File: config.mk
export PLATFORM = sky130hd
export DESIGN_NAME = act_result_collector_flat
export DESIGN_NICKNAME = d
export VERILOG_FILES = /design/src/rtl/act_result_collector_if.sv /design/src/rtl/act_result_collector.sv /design/src/flat_wrapper.sv
export SDC_FILE = /design/constraint.sdc
export NUM_CORES = 1
export LEC_CHECK = 0
export ABC_CLOCK_PERIOD_IN_PS = 2000
export BUFFER_PORTS_ARGS = -buffer_cell sky130_fd_sc_hd__buf_2
export CAP_MARGIN = 20
export CELL_PAD_IN_SITES_DETAIL_PLACEMENT = 1
export CELL_PAD_IN_SITES_GLOBAL_PLACEMENT = 1
export CORE_MARGIN = 8
export CORE_UTILIZATION = 30
export DETAILED_ROUTE_END_ITERATION = 10
export GPL_TIMING_DRIVEN = 0
export PLACE_DENSITY = 0.5
export SLEW_MARGIN = 20
export SYNTH_ARGS = -nofsm -noshare
export SYNTH_HDL_FRONTEND = slang
export SYNTH_SLANG_ARGS = --single-unit
export TNS_END_PERCENT = 1
File: constraint.sdc
create_clock -name iClk -period 2 [get_ports iClk]
set_input_delay 0.2 -clock iClk [delete_from_list [all_inputs] [get_ports iClk]]
set_output_delay 0.2 -clock iClk [all_outputs]
set_load 0.005 [all_outputs]
File: src/rtl/act_result_collector_if.sv
// Bus between the activation-result collector and its producer/consumer.
// oMin/oMax exist only when ACT_COLLECT_MINMAX_EN is defined.
interface act_result_collector_if #(
   parameter int WIDTH = 8,
   parameter int DEPTH = 16,
   parameter int CNT_W = 16
);
   localparam int ADDR_W = $clog2(DEPTH);

   // Capture side: rdy strobes data in when enable is high; there is no back-pressure.
   // Drain side: a word transfers on every cycle where oValid and iReady are both high;
   // oData/oValid hold steady while oValid & !iReady; iReady is ignored while oValid is low.
   logic                    enable;
   logic                    rdy;
   logic signed [WIDTH-1:0] data;
   logic signed [WIDTH-1:0] oData;
   logic                    oValid;
   logic                    iReady;
   logic [ADDR_W:0]         oCount;
   logic                    oFull;
   logic                    oEmpty;
   logic                    oOverflow;
   logic [CNT_W-1:0]        oSampleCnt;
`ifdef ACT_COLLECT_MINMAX_EN
   logic signed [WIDTH-1:0] oMin;
   logic signed [WIDTH-1:0] oMax;
`endif

   modport master (
      input  enable, rdy, data, iReady,
      output oData, oValid, oCount, oFull, oEmpty, oOverflow, oSampleCnt
`ifdef ACT_COLLECT_MINMAX_EN
      , output oMin, oMax
`endif
   );

   modport slave (
      output enable, rdy, data, iReady,
      input  oData, oValid, oCount, oFull, oEmpty, oOverflow, oSampleCnt
`ifdef ACT_COLLECT_MINMAX_EN
      , input oMin, oMax
`endif
   );
endinterface

File: src/rtl/act_result_collector.sv
// Collects activation-unit samples into a first-word-fall-through FIFO and drains them downstream.
// Optional running min/max tracking is enabled by defining ACT_COLLECT_MINMAX_EN.
module act_result_collector #(
   parameter int WIDTH = 8,
   parameter int DEPTH = 16,
   parameter int CNT_W = 16
) (
   input  logic                   iClk,
   input  logic                   iRst,
   input  logic                   iFlush,
   act_result_collector_if.master bus
);
   localparam int ADDR_W = $clog2(DEPTH);
   localparam logic [ADDR_W:0] FULL_CNT = (ADDR_W+1)'(DEPTH);

   logic signed [WIDTH-1:0] mem [DEPTH];
   logic [ADDR_W-1:0]       wr_ptr;
   logic [ADDR_W-1:0]       rd_ptr;
   logic [ADDR_W:0]         count_q;
   logic [ADDR_W:0]         count_nxt;
   logic                    full_q;
   logic                    empty_q;
   logic                    overflow_q;
   logic [CNT_W-1:0]        sample_cnt_q;
   logic                    clear;
   logic                    push_req;
   logic                    pop;
   logic                    push_ok;
   logic                    push_drop;

   assign clear     = iRst | iFlush;
   assign push_req  = bus.enable & bus.rdy;
   assign pop       = ~empty_q & bus.iReady;
   // A full FIFO still takes a sample when the head leaves in the same cycle.
   assign push_ok   = push_req & (~full_q | pop);
   assign push_drop = push_req & full_q & ~pop;

   always_comb begin
      count_nxt = count_q;
      if (push_ok && !pop)
         count_nxt = count_q + 1'b1;
      else if (!push_ok && pop)
         count_nxt = count_q - 1'b1;
   end

   always_ff @(posedge iClk) begin
      if (clear) begin
         wr_ptr       <= '0;
         rd_ptr       <= '0;
         count_q      <= '0;
         full_q       <= 1'b0;
         empty_q      <= 1'b1;
         overflow_q   <= 1'b0;
         sample_cnt_q <= '0;
      end else begin
         if (push_ok) begin
            wr_ptr <= wr_ptr + 1'b1;
            if (sample_cnt_q != '1)
               sample_cnt_q <= sample_cnt_q + 1'b1;
         end
         if (pop)
            rd_ptr <= rd_ptr + 1'b1;
         if (push_drop)
            overflow_q <= 1'b1;
         count_q <= count_nxt;
         full_q  <= (count_nxt == FULL_CNT);
         empty_q <= (count_nxt == '0);
      end
   end

   // Storage is not reset; the empty flag masks stale contents on oData.
   always_ff @(posedge iClk) begin
      if (push_ok && !clear)
         mem[wr_ptr] <= bus.data;
   end

   assign bus.oData      = empty_q ? '0 : mem[rd_ptr];
   assign bus.oValid     = ~empty_q;
   assign bus.oCount     = count_q;
   assign bus.oFull      = full_q;
   assign bus.oEmpty     = empty_q;
   assign bus.oOverflow  = overflow_q;
   assign bus.oSampleCnt = sample_cnt_q;

`ifdef ACT_COLLECT_MINMAX_EN
   localparam logic signed [WIDTH-1:0] POS_MAX = {1'b0, {(WIDTH-1){1'b1}}};
   localparam logic signed [WIDTH-1:0] NEG_MAX = {1'b1, {(WIDTH-1){1'b0}}};

   logic signed [WIDTH-1:0] min_q;
   logic signed [WIDTH-1:0] max_q;

   always_ff @(posedge iClk) begin
      if (clear) begin
         min_q <= POS_MAX;
         max_q <= NEG_MAX;
      end else if (push_ok) begin
         if (bus.data < min_q)
            min_q <= bus.data;
         if (bus.data > max_q)
            max_q <= bus.data;
      end
   end

   assign bus.oMin = min_q;
   assign bus.oMax = max_q;
`endif
endmodule
File: src/flat_wrapper.sv
// flat-port wrapper written by rule: the top's interface ports become plain ports
module act_result_collector_flat 
#(
   parameter int WIDTH = 8,
   parameter int DEPTH = 16,
   parameter int CNT_W = 16
)
  (iClk, iRst, iFlush, bus_enable, bus_rdy, bus_data, bus_iReady, bus_oData, bus_oValid, bus_oCount, bus_oFull, bus_oEmpty, bus_oOverflow, bus_oSampleCnt);
  act_result_collector_if #(.WIDTH(WIDTH), .DEPTH(DEPTH), .CNT_W(CNT_W)) bus_i ();
  input  logic iClk;
  input  logic iRst;
  input  logic iFlush;
  input wire logic [$bits(bus_i.enable)-1:0] bus_enable;
  input wire logic [$bits(bus_i.rdy)-1:0] bus_rdy;
  input wire logic [$bits(bus_i.data)-1:0] bus_data;
  input wire logic [$bits(bus_i.iReady)-1:0] bus_iReady;
  output wire logic [$bits(bus_i.oData)-1:0] bus_oData;
  output wire logic [$bits(bus_i.oValid)-1:0] bus_oValid;
  output wire logic [$bits(bus_i.oCount)-1:0] bus_oCount;
  output wire logic [$bits(bus_i.oFull)-1:0] bus_oFull;
  output wire logic [$bits(bus_i.oEmpty)-1:0] bus_oEmpty;
  output wire logic [$bits(bus_i.oOverflow)-1:0] bus_oOverflow;
  output wire logic [$bits(bus_i.oSampleCnt)-1:0] bus_oSampleCnt;
  assign bus_i.enable = bus_enable;
  assign bus_i.rdy = bus_rdy;
  assign bus_i.data = bus_data;
  assign bus_i.iReady = bus_iReady;
  assign bus_oData = bus_i.oData;
  assign bus_oValid = bus_i.oValid;
  assign bus_oCount = bus_i.oCount;
  assign bus_oFull = bus_i.oFull;
  assign bus_oEmpty = bus_i.oEmpty;
  assign bus_oOverflow = bus_i.oOverflow;
  assign bus_oSampleCnt = bus_i.oSampleCnt;
  act_result_collector #(.WIDTH(WIDTH), .DEPTH(DEPTH), .CNT_W(CNT_W)) u_core (.iClk(iClk), .iRst(iRst), .iFlush(iFlush), .bus(bus_i));
endmodule
==> results_dict.tcl, run 1 <==
set metrics [dict create \
    status "complete, but fails checks" \
    violations "negative setup slack" \
    clock_skew_ns 0.007212 \
    syn_inst 406 \
    slowest_stage "mux4_2" \
    async_reset_ff_share_pct 0 \
    crit_arrival_ns 2.44 \
    grt_max_degree 17 \
    hold_viol 0 \
    clockRootBuffer "clkbuf_16" \
    synth_top_area_share_pct 57.70 \
    relSlewSlack_pct 49.50 \
    clock-sinks 164 \
    antenna_found_initial 0 \
    min_to "u_core.mem[4][4]$_DFFE_PP_" \
    hp-class "primary input to register" \
    syn-cell-area_um2 6661 \
    dr.pass1.iters 4 \
    drcViolationCount 0 \
    worst_slack_ns -0.6394 \
    fin_crit_sh_pct 132.0 \
    maxSlewViolCount 0 \
    holdPathStages 1 \
    reg2reg_slack_ns -0.03 \
    path_clk_slew_ns 0.06 \
    fp-row-count 54 \
    track_usage_pct 12.66 \
    antenna_left 0 \
    wl_um 16200 \
    synth_top_cell_by_area "edfxtp_1" \
    gp_congestion 0.7664 \
    p_per_area_nw_per_um2 861.0 \
    reg2reg_from "u_core.bus.oEmpty$_SDFF_PP1_" \
    area_growth_pct 23.72 \
    vias_per_cell 4.894 \
    ys.flop_type "edfxtp_1" \
    reg2reg_to "u_core.mem[3][6]$_DFFE_PP_" \
    dp_hpwl_um 11120 \
    hold_buffers 0 \
    cellLeakagePower_nw 2.664 \
    setup.worst_path.end_class "output port" \
    min-delay-start "bus_data[4]" \
    htreeDepth 4 \
    core-area_um2 21820 \
    crit_required_ns 1.80 \
    clock_latency_ns 0.42 \
    design_power_total_mw 7.096 \
    critPathKind "register to output port" \
    synth_xor_area_share_pct 2.367 \
    synth-seq-cells 164 \
    startpoint_type "register" \
    ioPinCount 47 \
    r2r_cells 4 \
    cts_buffers 17 \
    ir_drop_mv 0.5535 \
    n_fill_cell 2223 \
    vias 3783 \
    antenna_cells 0 \
    overflow 0 \
    period_needed_ns 2.639 \
    fmax_mhz 378.9 \
    start_util_pct 30.52 \
    rsz0062_at_grt "true" \
    yosys.area_share.simple_pct 8.884 \
    drv_cap 0 \
    synth_top_family_by_area "multiplexers" \
    cp_max_fo 8 \
    synth-seq-area-share_pct 68.52 \
    drt_first_iter_violations 250 \
    numPortBuffers 46 \
    max_slew.worst_pin.slew_ns 0.7575 \
    syn_nets 428 \
    clockBufferDepth 2 \
    cts_tree "built" \
    dieArea_um2 27230 \
    layout-drive-gt1-share_pct 34.89 \
    synth_edf_count 128 \
    synth.area.top_cells "edfxtp_1, mux4_2, dfxtp_1, nor2_1, ha_1" \
    cp_slowest_stage_delay_ns 0.55 \
    synthAdderAreaFrac_pct 1.503 \
    dieHeight_um 165.0 \
    nets 502 \
    yosysMostFrequentCell "edfxtp_1" \
    yosys_warnings 0 \
    crit_chain "buf_12 -> buf_12 -> mux4_2 -> mux4_2 -> and2_4 -> buf_6" \
    synth-compound-area-share_pct 2.911 \
    final_util_pct 37.77 \
    grt_pass1_wl_um 25030 \
    first_global_vias 4143 \
    setup_viol 24 \
    fp.dieW_um 165.0 \
    syn_area_per_cell_um2 16.41 \
    synthMuxAreaShare_pct 13.84 \
    synth.distinct_cells 45 \
    wl_per_cell_um 20.96 \
    synthTopCellsByCount "edfxtp_1, mux4_2, nor2_1" \
]
[where the power goes]
group | switching, mW | internal [mW] | total, mW | leakage [nW]
clock network | 1.29 | 1.87 | 3.16 | 0.271
registers | 0.0131 | 3.68 | 3.69 | 1.44
logic | 0.147 | 0.0991 | 0.246 | 0.951
[through the flow]
stage / setup WS, ns / area, um2 / hold WS (ns) / std cells / setup TNS (ns)
after floorplan: -0.1771 / 6666 / 0.2989 / 406 / -4.238
after global placement: -1.296 / 7247 / 0.4501 / 732 / -111.37
after detailed placement: -0.9757 / 7269 / 0.4602 / 733 / -110.44
after CTS: -0.6600 / 8158 / 0.1623 / 771 / -12.78
after global routing: -0.6833 / 8242 / 0.1735 / 773 / -9.870
final: -0.6394 / 8242 / 0.1815 / 773 / -5.110
[layout make-up]
cell class	instances	area [um2]	share of cell area, %
Clock buffer	23	457.9	5.556
Buffer	18	152.6	1.852
Clock inverter	9	107.6	1.306
Sequential cell	164	4571	55.46
Inverter	9	33.78	0.4099
Multi-Input combinational cell	215	2181	26.46
Timing Repair Buffer	55	387.9	4.706
Tap cell	280	350.3	4.251
[flip-flops by register name, summed over array words and instances, names as in the netlist, named ones only]
register	count
u_core.bus.oCount	5
u_core.bus.oFull	1
u_core.mem	128
u_core.wr_ptr	4
u_core.bus.oEmpty	1
u_core.bus.oSampleCnt	16
u_core.bus.oOverflow	1
u_core.rd_ptr	4
[cell usage in the layout, fill, tap and decap left out, drive strengths merged, types with 2 or more instances in the layout]
cell type and count:
nor2 40, edfxtp 128, a22oi 2, xor2 8, nand3 10, nand2 17, nand4 4, clkinvlp 2
ha 8, clkinv 5, bufinv 2, clkbuf 30, a31oi 2, nor4 2, and4 3, mux4 40
or4 3, nand2b 3, dfxtp 36, buf 66, nor3 13, and3 3, and2 15, inv 9
xnor2 10, a21oi 5, o211ai 4, o21ai 5, nand4b 2, o311ai 2
[worst max path at each step]
stage / cells after the start / to / start
floorplan: 4 / u_core.mem[3][0]$_DFFE_PP_ / u_core.bus.oEmpty$_SDFF_PP1_
global placement: 4 / u_core.mem[1][6]$_DFFE_PP_ / u_core.bus.oEmpty$_SDFF_PP1_
detailed placement: 4 / u_core.mem[4][1]$_DFFE_PP_ / u_core.bus.oEmpty$_SDFF_PP1_
CTS: 6 / bus_oData[7] / register
global route: 7 / bus_oData[3] / register
finish: 6 / bus_oData[7] / register
[metal layers]
layer  track usage, %  share of wire, %  vias up
li1                 -                 -     1733
met1            15.97                45     1967
met2            21.04                50       71
met3            3.490               4.5       12
met4            3.317              0.94        0
met5                0                 0        -
[cells by family (layout without fill, tap and decap cells)]
logic type	after synthesis	count (layout)
DFF	164	164
and+or+nand+nor	119	119
muxes	42	42
AOI/OAI and AO/OA	28	28
buffers and inverters	27	114
xor gates and xnor gates	18	18
adders and majority gates	8	8
[repair_timing]
item	4_1_cts	5_1_grt
cloned	2	0
pin swaps	10	1
hold endpoints to repair	0	0
setup buffers	4	2
setup endpoints to repair	144	151
resized for setup	58	19
[critical path: cells and delay by family, from the launching register on]
kind | cells | cell delay [ns]
and+or+nand+nor | 1 | 0.17
buffers and inverters | 3 | 0.42
muxes | 2 | 1.09
DFF | 1 | 0.34
Note: power is estimated with default switching activity, not from simulation.
==> inputs of run 2 (changes only) <==
--- a/config.mk
+++ b/config.mk
@@ -8,13 +8,13 @@
 export ABC_CLOCK_PERIOD_IN_PS = 2000
 export BUFFER_PORTS_ARGS = -buffer_cell sky130_fd_sc_hd__buf_2
 export CAP_MARGIN = 20
-export CELL_PAD_IN_SITES_DETAIL_PLACEMENT = 1
+export CELL_PAD_IN_SITES_DETAIL_PLACEMENT = 0
 export CELL_PAD_IN_SITES_GLOBAL_PLACEMENT = 1
 export CORE_MARGIN = 8
 export CORE_UTILIZATION = 30
 export DETAILED_ROUTE_END_ITERATION = 10
 export GPL_TIMING_DRIVEN = 0
-export PLACE_DENSITY = 0.5
+export PLACE_DENSITY_LB_ADDON = 0.1
 export SLEW_MARGIN = 20
 export SYNTH_ARGS = -nofsm -noshare
 export SYNTH_HDL_FRONTEND = slang
==> run 2 against run 1 <==
Effect of this change:
- the run still ends with negative setup slack left
- highest routed layer unchanged
- utilization fell by 0.11 points
- die area did not move
- critical path depth did not move
==> results_dict.tcl, run 2 (synthesized netlist as in run 1, its figures left out) <==
set metrics [dict create \
    p_int_mw 5.421 \
    max_slew.worst_pin.slew_ns 0.7392 \
    setup.worst_path.end_class "output port" \
    reg2reg_slack_ns -0.07 \
    cts_buffers 17 \
    hold_viol 0 \
    ioPinCount 47 \
    cp_max_fo 8 \
    switching_share_pct 23.39 \
    setup_viol 35 \
    holdPathStages 1 \
    dp_slack_ns -1.013 \
    ir_drop_mv 0.5549 \
    min_to "u_core.mem[1][2]$_DFFE_PP_" \
    cellLeakagePower_nw 2.648 \
    largest_reg_flops 128 \
    drt_first_iter_violations 208 \
    pwr-share-clk_pct 44.4 \
    final_cells 771 \
    layout_commonest_cell "edfxtp_1" \
    vias 3730 \
    period_needed_ns 2.616 \
    fmax_mhz 382.2 \
    dp_hpwl_um 11260 \
    startpoint_type "register" \
    combPwrFrac_pct 3.4 \
    drcViolationCount 0 \
    drv_cap 0 \
    mostFrequentLayoutCells "edfxtp_1, buf_2, mux4_2" \
    violations "negative setup slack" \
    nets 500 \
    track_usage_pct 12.65 \
    crit_required_ns 1.80 \
    worst_slack_ns -0.6163 \
    fin_crit_sh_pct 130.8 \
    grt_pass1_wl_um 24830 \
    seq_power_share_pct 52.1 \
    wl_per_cell_um 21.46 \
    placed_cell_area_um2 7281 \
    r2r_cells 4 \
    antenna_cells 0 \
    min-delay-start "bus_data[2]" \
    fp.dieW_um 165.0 \
    reg2reg_to "u_core.mem[2][3]$_DFFE_PP_" \
    relSlewSlack_pct 50.72 \
    clock_latency_ns 0.43 \
    antenna_left 0 \
    top_register "u_core.mem" \
    htreeDepth 4 \
    hp-class "primary input to register" \
    gp_congestion 0.7601 \
    n_fill_cell 2058 \
    area_growth_pct 23.37 \
    dr.pass1.iters 4 \
    clockBufferDepth 2 \
    first_global_vias 3943 \
    vias_per_cell 4.838 \
    switchingPower_mw 1.655 \
    critPathKind "register to output port" \
    start_util_pct 30.52 \
    rsz0062_at_grt "true" \
    numPortBuffers 46 \
    reg2reg_from "u_core.bus.oEmpty$_SDFF_PP1_" \
    layout-drive-gt1-share_pct 34.22 \
    grt_max_degree 18 \
    dieHeight_um 165.0 \
    p_per_area_nw_per_um2 861.1 \
    overflow 0 \
    placed_cells 734 \
    status "complete, but fails checks" \
    core-area_um2 21820 \
    fin_area_um2 8218 \
    fp-row-count 54 \
    clock_skew_ns 0.01018 \
    maxSlewViolCount 0 \
    finalSetupTns_ns -5.683 \
    crit_arrival_ns 2.42 \
    clockRootBuffer "clkbuf_16" \
    clock-sinks 164 \
    path_clk_slew_ns 0.07 \
    wl_um 16550 \
    cts_tree "built" \
    dieArea_um2 27230 \
    antenna_found_initial 0 \
]
==> run 2: cell count changes in the layout (fill, tap and decap cells not counted), moves of 2 or more <==
cell and delta:
clkbuf_1 -4, clkinv_2 -3, buf_6 +3, buf_2 -3
clkinv_8 +2, clkinvlp_4 -2, inv_6 +6, buf_4 -2
inv_8 +2, clkinv_1 +2, nor3_2 -2, bufinv_16 -2
==> run 2: metal layers <==
layer / vias to the layer above / track usage [%] / routed length [um]
met1: 1922 / 15.77 / 7491
met2: 69 / 21.28 / 8375
met3: 11 / 3.290 / 538
met5: - / 0 / 0
met4: 0 / 3.563 / 144
li1: 1728 / - / -
==> run 2: worst max-delay path, stage by stage (launching register included) <==
cell,delay [ns]
dfxtp_2,0.34
buf_12,0.16
buf_12,0.14
mux4_2,0.55
mux4_2,0.50
and2_4,0.18
buf_6,0.11
==> run 2: what timing repair did <==
item                                    CTS  global route
resized for setup                        54            23
buffers inserted                          1             2
endpoints found under the hold margin     0             0
pin swaps                                11             1
endpoints found under the setup margin  142           148
hold buffers                              0             0
gates cloned                              2             1
==> run 2: worst max-delay path by stage <==
stage	end	slack, ns	cells past startpoint
2_1_floorplan	u_core.mem[3][0]$_DFFE_PP_	-0.18	4
3_3_place_gp	u_core.mem[1][4]$_DFFE_PP_	-1.51	4
3_5_place_dp	u_core.mem[4][4]$_DFFE_PP_	-1.01	4
4_1_cts	bus_oData[6]	-0.66	7
5_1_grt	bus_oData[1]	-0.67	6
6_report	bus_oData[1]	-0.62	6
==> run 2: cell type report <==
class / count / area [um2] / share of cell area (%)
tap: 280 / 350.3 / 4.263
inverter: 9 / 33.78 / 0.4111
multi-input combinational: 215 / 2170 / 26.40
clock inverter: 15 / 141.4 / 1.720
clock buffer: 17 / 425.4 / 5.177
buffer: 18 / 153.9 / 1.873
sequential: 164 / 4569 / 55.60
timing repair buffer: 53 / 374.1 / 4.552
==> run 2: through the flow <==
stage	hold WS [ns]	total power [mW]	utilization [%]
after floorplan	0.2989	3.866	-
after global placement	0.4527	3.975	33.21
after detailed placement	0.4679	3.980	33.36
after CTS	0.1552	7.139	37.22
after global routing	0.1626	7.281	37.66
final	0.1713	7.076	37.66
==> run 2: power by group through the flow <==
stage                     registers (mW)  clock network [mW]  logic (mW)
after global routing                3.69                3.33       0.266
after CTS                           3.69                3.22       0.234
after detailed placement            3.76                   0       0.215
final                               3.69                3.14       0.244
after global placement              3.76                   0       0.211
after floorplan                     3.76                   0       0.105
